[src/rtl/csa_stream_accumulator.sv]
`default_nettype none
// ============================================================================
// Module   : csa_stream_accumulator
// Brief    : Streaming multi-operand modular adder; carry-save accumulation
//            followed by a chunked carry-propagate resolve pass.
// Revision : 1.0 - initial release
// ============================================================================
module csa_stream_accumulator #(
    parameter int LEN   = 256,
    parameter int N_IN  = 2,
    parameter int CPA_W = 64
) (
    input  logic                clk_i,
    input  logic                rst_i,
    input  logic                in_valid_i,
    output logic                in_ready_o,
    input  logic                in_last_i,
    input  logic [N_IN*LEN-1:0] in_data_i,
    output logic                out_valid_o,
    input  logic                out_ready_i,
    output logic [LEN-1:0]      out_data_o
);

    localparam int c_NUM_CHUNKS = LEN / CPA_W;
    localparam int c_IDX_W      = (c_NUM_CHUNKS > 1) ? $clog2(c_NUM_CHUNKS) : 1;
    localparam logic [c_IDX_W-1:0] c_LAST_IDX = c_IDX_W'(c_NUM_CHUNKS - 1);
    localparam logic [c_IDX_W-1:0] c_IDX_ONE  = c_IDX_W'(1);

    typedef enum logic [1:0] {
        S_ACC     = 2'd0,
        S_RESOLVE = 2'd1,
        S_OUT     = 2'd2
    } state_t;

    state_t             r_state;
    logic               r_first;
    logic [LEN-1:0]     r_ps;
    logic [LEN-1:0]     r_cs;
    logic [LEN-1:0]     r_res;
    logic [c_IDX_W-1:0] r_idx;
    logic               r_carry;

    logic [LEN-1:0]     w_ps0;
    logic [LEN-1:0]     w_cs0;
    logic [LEN-1:0]     w_op0;
    logic [LEN-1:0]     w_s1;
    logic [LEN-1:0]     w_c1;
    logic [LEN-1:0]     w_ps_nxt;
    logic [LEN-1:0]     w_cs_nxt;
    logic [CPA_W:0]     w_sum;
    logic [LEN-1:0]     w_res_nxt;

    // A fresh packet sees an all-zero accumulator without spending a clear cycle.
    assign w_ps0 = r_first ? '0 : r_ps;
    assign w_cs0 = r_first ? '0 : r_cs;
    assign w_op0 = in_data_i[0 +: LEN];

    assign w_s1 = w_ps0 ^ w_cs0 ^ w_op0;
    assign w_c1 = {(w_ps0[LEN-2:0] & w_cs0[LEN-2:0]) |
                   (w_ps0[LEN-2:0] & w_op0[LEN-2:0]) |
                   (w_cs0[LEN-2:0] & w_op0[LEN-2:0]), 1'b0};

    generate
        if (N_IN == 2) begin : g_two_level
            logic [LEN-1:0] w_op1;
            assign w_op1    = in_data_i[LEN +: LEN];
            assign w_ps_nxt = w_s1 ^ w_c1 ^ w_op1;
            assign w_cs_nxt = {(w_s1[LEN-2:0] & w_c1[LEN-2:0]) |
                               (w_s1[LEN-2:0] & w_op1[LEN-2:0]) |
                               (w_c1[LEN-2:0] & w_op1[LEN-2:0]), 1'b0};
        end else begin : g_one_level
            assign w_ps_nxt = w_s1;
            assign w_cs_nxt = w_c1;
        end
    endgenerate

    // Resolve walks LSB chunk first: ps/cs shift down, the result fills from the top.
    assign w_sum     = {1'b0, r_ps[CPA_W-1:0]} + {1'b0, r_cs[CPA_W-1:0]}
                     + {{CPA_W{1'b0}}, r_carry};
    assign w_res_nxt = (r_res >> CPA_W) | (LEN'(w_sum[CPA_W-1:0]) << (LEN - CPA_W));

    always_ff @(posedge clk_i) begin
        if (rst_i) begin
            r_state <= S_ACC;
            r_first <= 1'b1;
            r_ps    <= '0;
            r_cs    <= '0;
            r_res   <= '0;
            r_idx   <= '0;
            r_carry <= 1'b0;
        end else begin
            case (r_state)
                S_ACC: begin
                    if (in_valid_i) begin
                        r_ps    <= w_ps_nxt;
                        r_cs    <= w_cs_nxt;
                        r_first <= 1'b0;
                        if (in_last_i) begin
                            r_state <= S_RESOLVE;
                            r_idx   <= '0;
                            r_carry <= 1'b0;
                        end
                    end
                end
                S_RESOLVE: begin
                    r_res   <= w_res_nxt;
                    r_ps    <= r_ps >> CPA_W;
                    r_cs    <= r_cs >> CPA_W;
                    r_carry <= w_sum[CPA_W];
                    r_idx   <= r_idx + c_IDX_ONE;
                    if (r_idx == c_LAST_IDX) begin
                        r_state <= S_OUT;
                    end
                end
                S_OUT: begin
                    if (out_ready_i) begin
                        r_first <= 1'b1;
                        r_state <= S_ACC;
                    end
                end
                default: r_state <= S_ACC;
            endcase
        end
    end

    assign in_ready_o  = (r_state == S_ACC);
    assign out_valid_o = (r_state == S_OUT);
    assign out_data_o  = r_res;

endmodule
`default_nettype wire

[config.mk]
export PLATFORM = sky130hd
export DESIGN_NAME = csa_stream_accumulator
export DESIGN_NICKNAME = d
export VERILOG_FILES = /design/src/rtl/csa_stream_accumulator.sv
export SDC_FILE = /design/constraint.sdc
export NUM_CORES = 2
export LEC_CHECK = 0
export CAP_MARGIN = 20
export CORE_UTILIZATION = 54
export CTS_CLUSTER_DIAMETER = 200
export DETAILED_ROUTE_END_ITERATION = 8
export PLACE_DENSITY_LB_ADDON = 0.12
export SYNTH_ARGS = -nofsm -noshare
export SYNTH_HDL_FRONTEND = slang
export SYNTH_SLANG_ARGS = --single-unit
export TNS_END_PERCENT = 100
[constraint.sdc]
create_clock -name clk_i -period 4.04 [get_ports clk_i]
set_input_delay 0.808 -clock clk_i [delete_from_list [all_inputs] [get_ports clk_i]]
set_output_delay 0.808 -clock clk_i [all_outputs]
set_load 0.03 [all_outputs]
* After elaboration in Yosys (flattened, before gate mapping)
Cells that the tools add are included.
** Word-level totals
- Register bits after elaboration :: 774
- Input bits :: 517
- Bits in writable memories :: 0
- Output and inout bits :: 258
- Latch bits :: 0
- Memories kept :: 0
- Word-level logic and storage cells :: 59
- ROM bits :: 0
** Cells by class
- Multipliers :: 0
- Add/subtract/negate cells :: 3
- Bitwise operators :: 15
- Equality and inequality tests :: 7
- Reductions and logical operators :: 7
- Muxes and demuxes :: 20
- Shift-type cells :: 0
- Order comparisons :: 0
- Divide/modulo/power cells :: 0
** Operators with widths (number)
- $and 255x255->255 :: 6
- $mux 256 :: 4
- $pmux 256 s2 :: 2
- $xor 256x256->256 :: 4
- $or 255x255->255 :: 4
- $or 192x256->256 :: 1
- $add 64x64->65 :: 1
- $add 65x1->65 :: 1
- $mux 2 :: 6
- $pmux 2 s3 :: 1
- $reduce_and 3->1 :: 2
- $eq 2x2->1 const B :: 2
- $mux 1 :: 4
- $ne 2x1->1 const B :: 2
- $ne 2x2->1 const B :: 2
- $pmux 1 s2 :: 2
- $pmux 2 s2 :: 1
- $reduce_and 4->1 :: 1
- $reduce_bool 2->1 :: 2
- $add 2x1->2 const B :: 1
- $eq 2x1->1 const B :: 1
- $logic_not 2->1 :: 1
- $reduce_and 2->1 :: 1

* Logic depth before layout (Yosys ltp)
- Word-level depth :: 9
- Depth in mapped cells :: 13

* Least setup slack after synthesis
No wires, ideal clock.
- Kind :: register -> register
- Start :: register r_ps[3]
- End :: register r_res[245], in the netlist out_data_o[245]
- Data required time :: 3.945 ns
- Path slack :: 1.165 ns
- Cell stages (with the launch flop) :: 12
- Library setup time :: 0.095 ns
- Clock period less this slack :: 2.875 ns
- Data arrival time :: 2.779 ns
- Cell sequence :: dfxtp_1 -> ha_1 -> o21a_2 -> a31oi_4 -> or4_4 -> o211ai_2 -> a31oi_4 -> o21ai_4 -> a31oi_4 -> o31a_1 -> or4_1 -> o311ai_1
** On the way
- Cells in the longest elaborated chain, start to end :: 3
** Ends and longest elaborated chain
- from (decl) :: line 37 : logic [LEN-1:0] r_ps;
- from (signal assigned) :: line 95 : r_ps <= w_ps_nxt;
- from (signal assigned) :: line 107 : r_ps <= r_ps >> CPA_W;
- $add 64x64->65 :: line 78 : assign w_sum = {1'b0, r_ps[CPA_W-1:0]} + {1'b0, r_cs[CPA_W-1:0]}
- $add 65x1->65 :: line 79 : + {{CPA_W{1'b0}}, r_carry};
- $or 192x256->256 :: line 80 : assign w_res_nxt = (r_res >> CPA_W) | (LEN'(w_sum[CPA_W-1:0]) << (LEN - CPA_W));
- to (signal assigned) :: line 106 : r_res <= w_res_nxt;
- to (decl) :: line 39 : logic [LEN-1:0] r_res;
No other way between the ends.
A chain may end at the register's enable or synchronous reset.

* Final worst setup path
- Start :: register r_carry
- End :: register r_res[254], in the netlist out_data_o[254]
** On the way
- Cells in the longest elaborated chain, start to end :: 2
** Ends and longest elaborated chain
- from (decl) :: line 41 : logic r_carry;
- from (signal assigned) :: line 109 : r_carry <= w_sum[CPA_W];
- $add 65x1->65 :: line 79
- $or 192x256->256 :: line 80
No other way between the ends.

==> flow_summary.yaml <==
min_path:
  min_path_type: "flop to flop"
  min-delay-start: "out_data_o[58]$_SDFFE_PP0P_"
worst_setup_path:
  worstPathCellList: "fa_1, inv_1, fa_1, nor2b_1, o2111ai_1, a21oi_2, o21ai_0, buf_4, a21oi_1, o211ai_1, o21ai_1, buf_4, a21oi_1, o2111ai_1, nand3b_1"
  critPathBufInv: 3
  rr_startpoint: "r_carry$_SDFFE_PP0P_"
  critPathCaptureType: "flop"
  cp-start-kind: "flop"
  slowest_stage: "dfxtp_1"
  path_max_fanout: 5
  slowest_delay_ps: 440
  critPathKind: "flop to flop"
  crit_start: "r_carry$_SDFFE_PP0P_"
  crit_family: "compound AO/OA/AOI/OAI gates"
  required_ps: 4610
  worstPathArrival_ps: 4290
global_routing:
  grt_max_degree: 163
  grt_usage: 0.325
  grt_pass1_vias: 41856
  overflow: 0
  gr-usage-met2: 0.520
  grt_first_pass_wirelength_mm: 242
  met1_usage: 0.422
  use_met3: 0.0751
  grt_antenna_before_repair: 49
  top_usage_layer: "met2"
clock_network:
  numCtsBuffers: 89
  cts_tree: "yes"
  cts_root_buffer: "clkbuf_16"
  holdBufCountCts: 0
  cts.path.max_buffers: 3
  clkTransAtPathRegs_ps: 60
  clk_latency_ps: 690
  cts_htree_levels: 3
  cts_sinks: 774
  cts_setup_buffers: 0
floorplan:
  std_cell_rows: 112
  pin_count: 775
  dieArea_mm2: 0.0957
  die_width_um: 309
  initial_core_util: 0.546
  die_h_um: 309
  core_area_mm2: 0.0935
timing:
  rsz0062_at_grt: "false"
  slew_viol_final: 0
  tns_ps: 0
  finClkSkew_ps: 31.1
  timing.final.crit_share: 0.923
  relSlewSlack: 0.339
  finalSetupViolCount: 0
  tightest_slew_ps: 992
  max_freq_ghz: 0.268
  layout_min_cycle_time_ps: 3730
  hold_viol: 0
power_and_ir_drop:
  p_int_mw: 15.6
  combPwrFrac: 0.228
  ir_drop_uv: 345
  switching_share: 0.312
  p_per_area_mw_per_mm2: 369
  seq_power_share: 0.390
  switching_power_mw: 7.06
  leakage_nw: 25.7
  power_frac_clock: 0.382
placed_design:
  io_buffers: 774
  placed_area_mm2: 0.0581
  dp_hpwl_mm: 117
  place_congestion: 0.930
synthesis:
  yosys_warnings: 0
  netlist_area_mm2: 0.0510
  ys_ff_latch: 774
  synthFlopType: "dfxtp_1"
  syn_area_per_cell_um2: 8.12
  synth_cell_types: 66
  async_flop_share: 0
  synth_nets: 7373
  synth.yosys.seq_area_share: 0.304
  synthCells: 6280
  synth_edf_count: 0
cells_and_area:
  nFillCells: 8077
  drive_gt1_frac: 0.0337
  area_delta_synth_final_pct: 20.1
  fin_nets: 7678
  fin_util: 0.655
  final_area_mm2: 0.0612
status:
  status: "finished, final reports clean"
job:
  maxCapViolCount: 0
route:
  routed_wl_mm: 157
  first_iter_violations: 3859
  num_vias: 43110
  wl_per_cell_um: 19.8
  route.antenna.remaining_nets: 0
  drcViolationCount: 0
  viasPerCell: 5.43
  drt-pass1-iter-count: 8
[sequential cells by signal (all words and copies together), names as in the netlist]
signal      flops
r_ps          256
r_idx           2
r_carry         1
r_cs          256
r_state         2
r_first         1
out_data_o    256
[cell usage in the layout (no fill, tap or decap), types with 15 or more instances in the layout]
cell type        instances
buf_12                  27
nand3_1                 24
nand2_1               1288
nand2b_1               516
a21oi_1                313
clkbuf_16               90
buf_4                   24
dfxtp_1                773
clkbuf_8                26
clkdlybuf4s50_1        773
inv_1                  788
clkbuf_1                15
nor2_1                 566
nand4_1                 18
diode_2                 28
xnor2_1                 37
o21ai_0                 45
ha_1                    65
a21o_1                  27
a311oi_1               382
a22oi_1                130
fa_1                   511
[per-stage QoR]
stage          power (mW)  hold WS, ps  instances  setup WS, ps
3_5_place_dp         14.1          446       7748           232
2_1_floorplan        12.2          445       6280          1170
4_1_cts              22.7          454       7910           212
3_3_place_gp         14.0          441       7748           231
5_1_grt              23.8          469       7931          61.0
6_report             22.6          452       7938           312
[path summary, 6_finish.rpt]
path | end | slack [ps] | cells after the start
worst min register to register | out_data_o[58]$_SDFFE_PP0P_ | 450 | 2
worst min-delay path | out_data_o[58]$_SDFFE_PP0P_ | 450 | 2
worst max register to register | out_data_o[254]$_SDFFE_PP0P_ | 310 | 15
worst max-delay path | out_data_o[254]$_SDFFE_PP0P_ | 310 | 15
[worst min-delay path, cell delays in order (launching register included)]
cell and delay, ps:
dfxtp_1 300, nand2_1 50, a21oi_1 50
[final cells by class]
| cell class | count | area [um^2] | share of cell area |
|---|---|---|---|
| timing repair buffer | 825 | 8470 | 0.138 |
| sequential | 774 | 15500 | 0.253 |
| multi-input combinational | 4107 | 29600 | 0.483 |
| clock buffer | 131 | 2670 | 0.0435 |
| tap | 1254 | 1570 | 0.0256 |
| antenna | 28 | 70.1 | 0.00114 |
| clock inverter | 31 | 448 | 0.00731 |
| inverter | 788 | 2960 | 0.0483 |
[synth_stat cells, types with 9 or more instances]
cell type	count	area (um^2)
a22oi_1	130	976
a21oi_1	314	1570
clkbuf_1	387	1450
buf_4	192	1440
nor2_1	567	2130
xor2_1	13	114
nor2b_1	9	56.3
o21ai_0	45	225
fa_1	511	10200
ha_1	65	813
xnor2_1	37	324
o21bai_1	11	82.6
or3_1	9	56.3
nor3_1	13	65.1
nand4_1	18	113
o21a_1	11	82.6
nand2b_1	517	3230
a311oi_1	382	3350
nand3_1	24	120
inv_1	788	2960
buf_1	26	97.6
a21o_1	27	203
a31oi_1	9	56.3
a211oi_1	13	97.6
nand2_1	1288	4830
dfxtp_1	774	15500
[cell families (layout without fill, tap and decap cells)]
logic type	count (synthesis)	in the layout	synth area share
AO/OA/AOI/OAI	1001	1001	0.141
AND/OR/NAND/NOR	2479	2479	0.213
XOR/XNOR	50	50	0.00859
buffers and inverters	1399	1775	0.117
flip-flops	774	774	0.304
adder cells (fa/ha/maj)	576	576	0.217
multiplexers	1	1	0.000196
other	0	28	0
[power groups by stage]
stage | combinational [mW] | clock [mW] | sequential [mW]
floorplan | 3.51 | 0 | 8.72
global placement | 5.01 | 0 | 8.95
detailed placement | 5.13 | 0 | 8.97
CTS | 5.18 | 8.76 | 8.81
global route | 5.83 | 9.08 | 8.89
finish | 5.17 | 8.63 | 8.83
[metal layers]
metal	vias up	share of wire
met5	-	0.0021
met2	1486	0.47
met3	306	0.081
met4	48	0.039
li1	20492	-
met1	20778	0.41
[what timing repair did]
item	4_1_cts	5_1_grt
endpoints found under the hold margin	0	0
gates resized for setup	0	3
endpoints found under the setup margin	0	1
(Power assumes the default switching activity.)
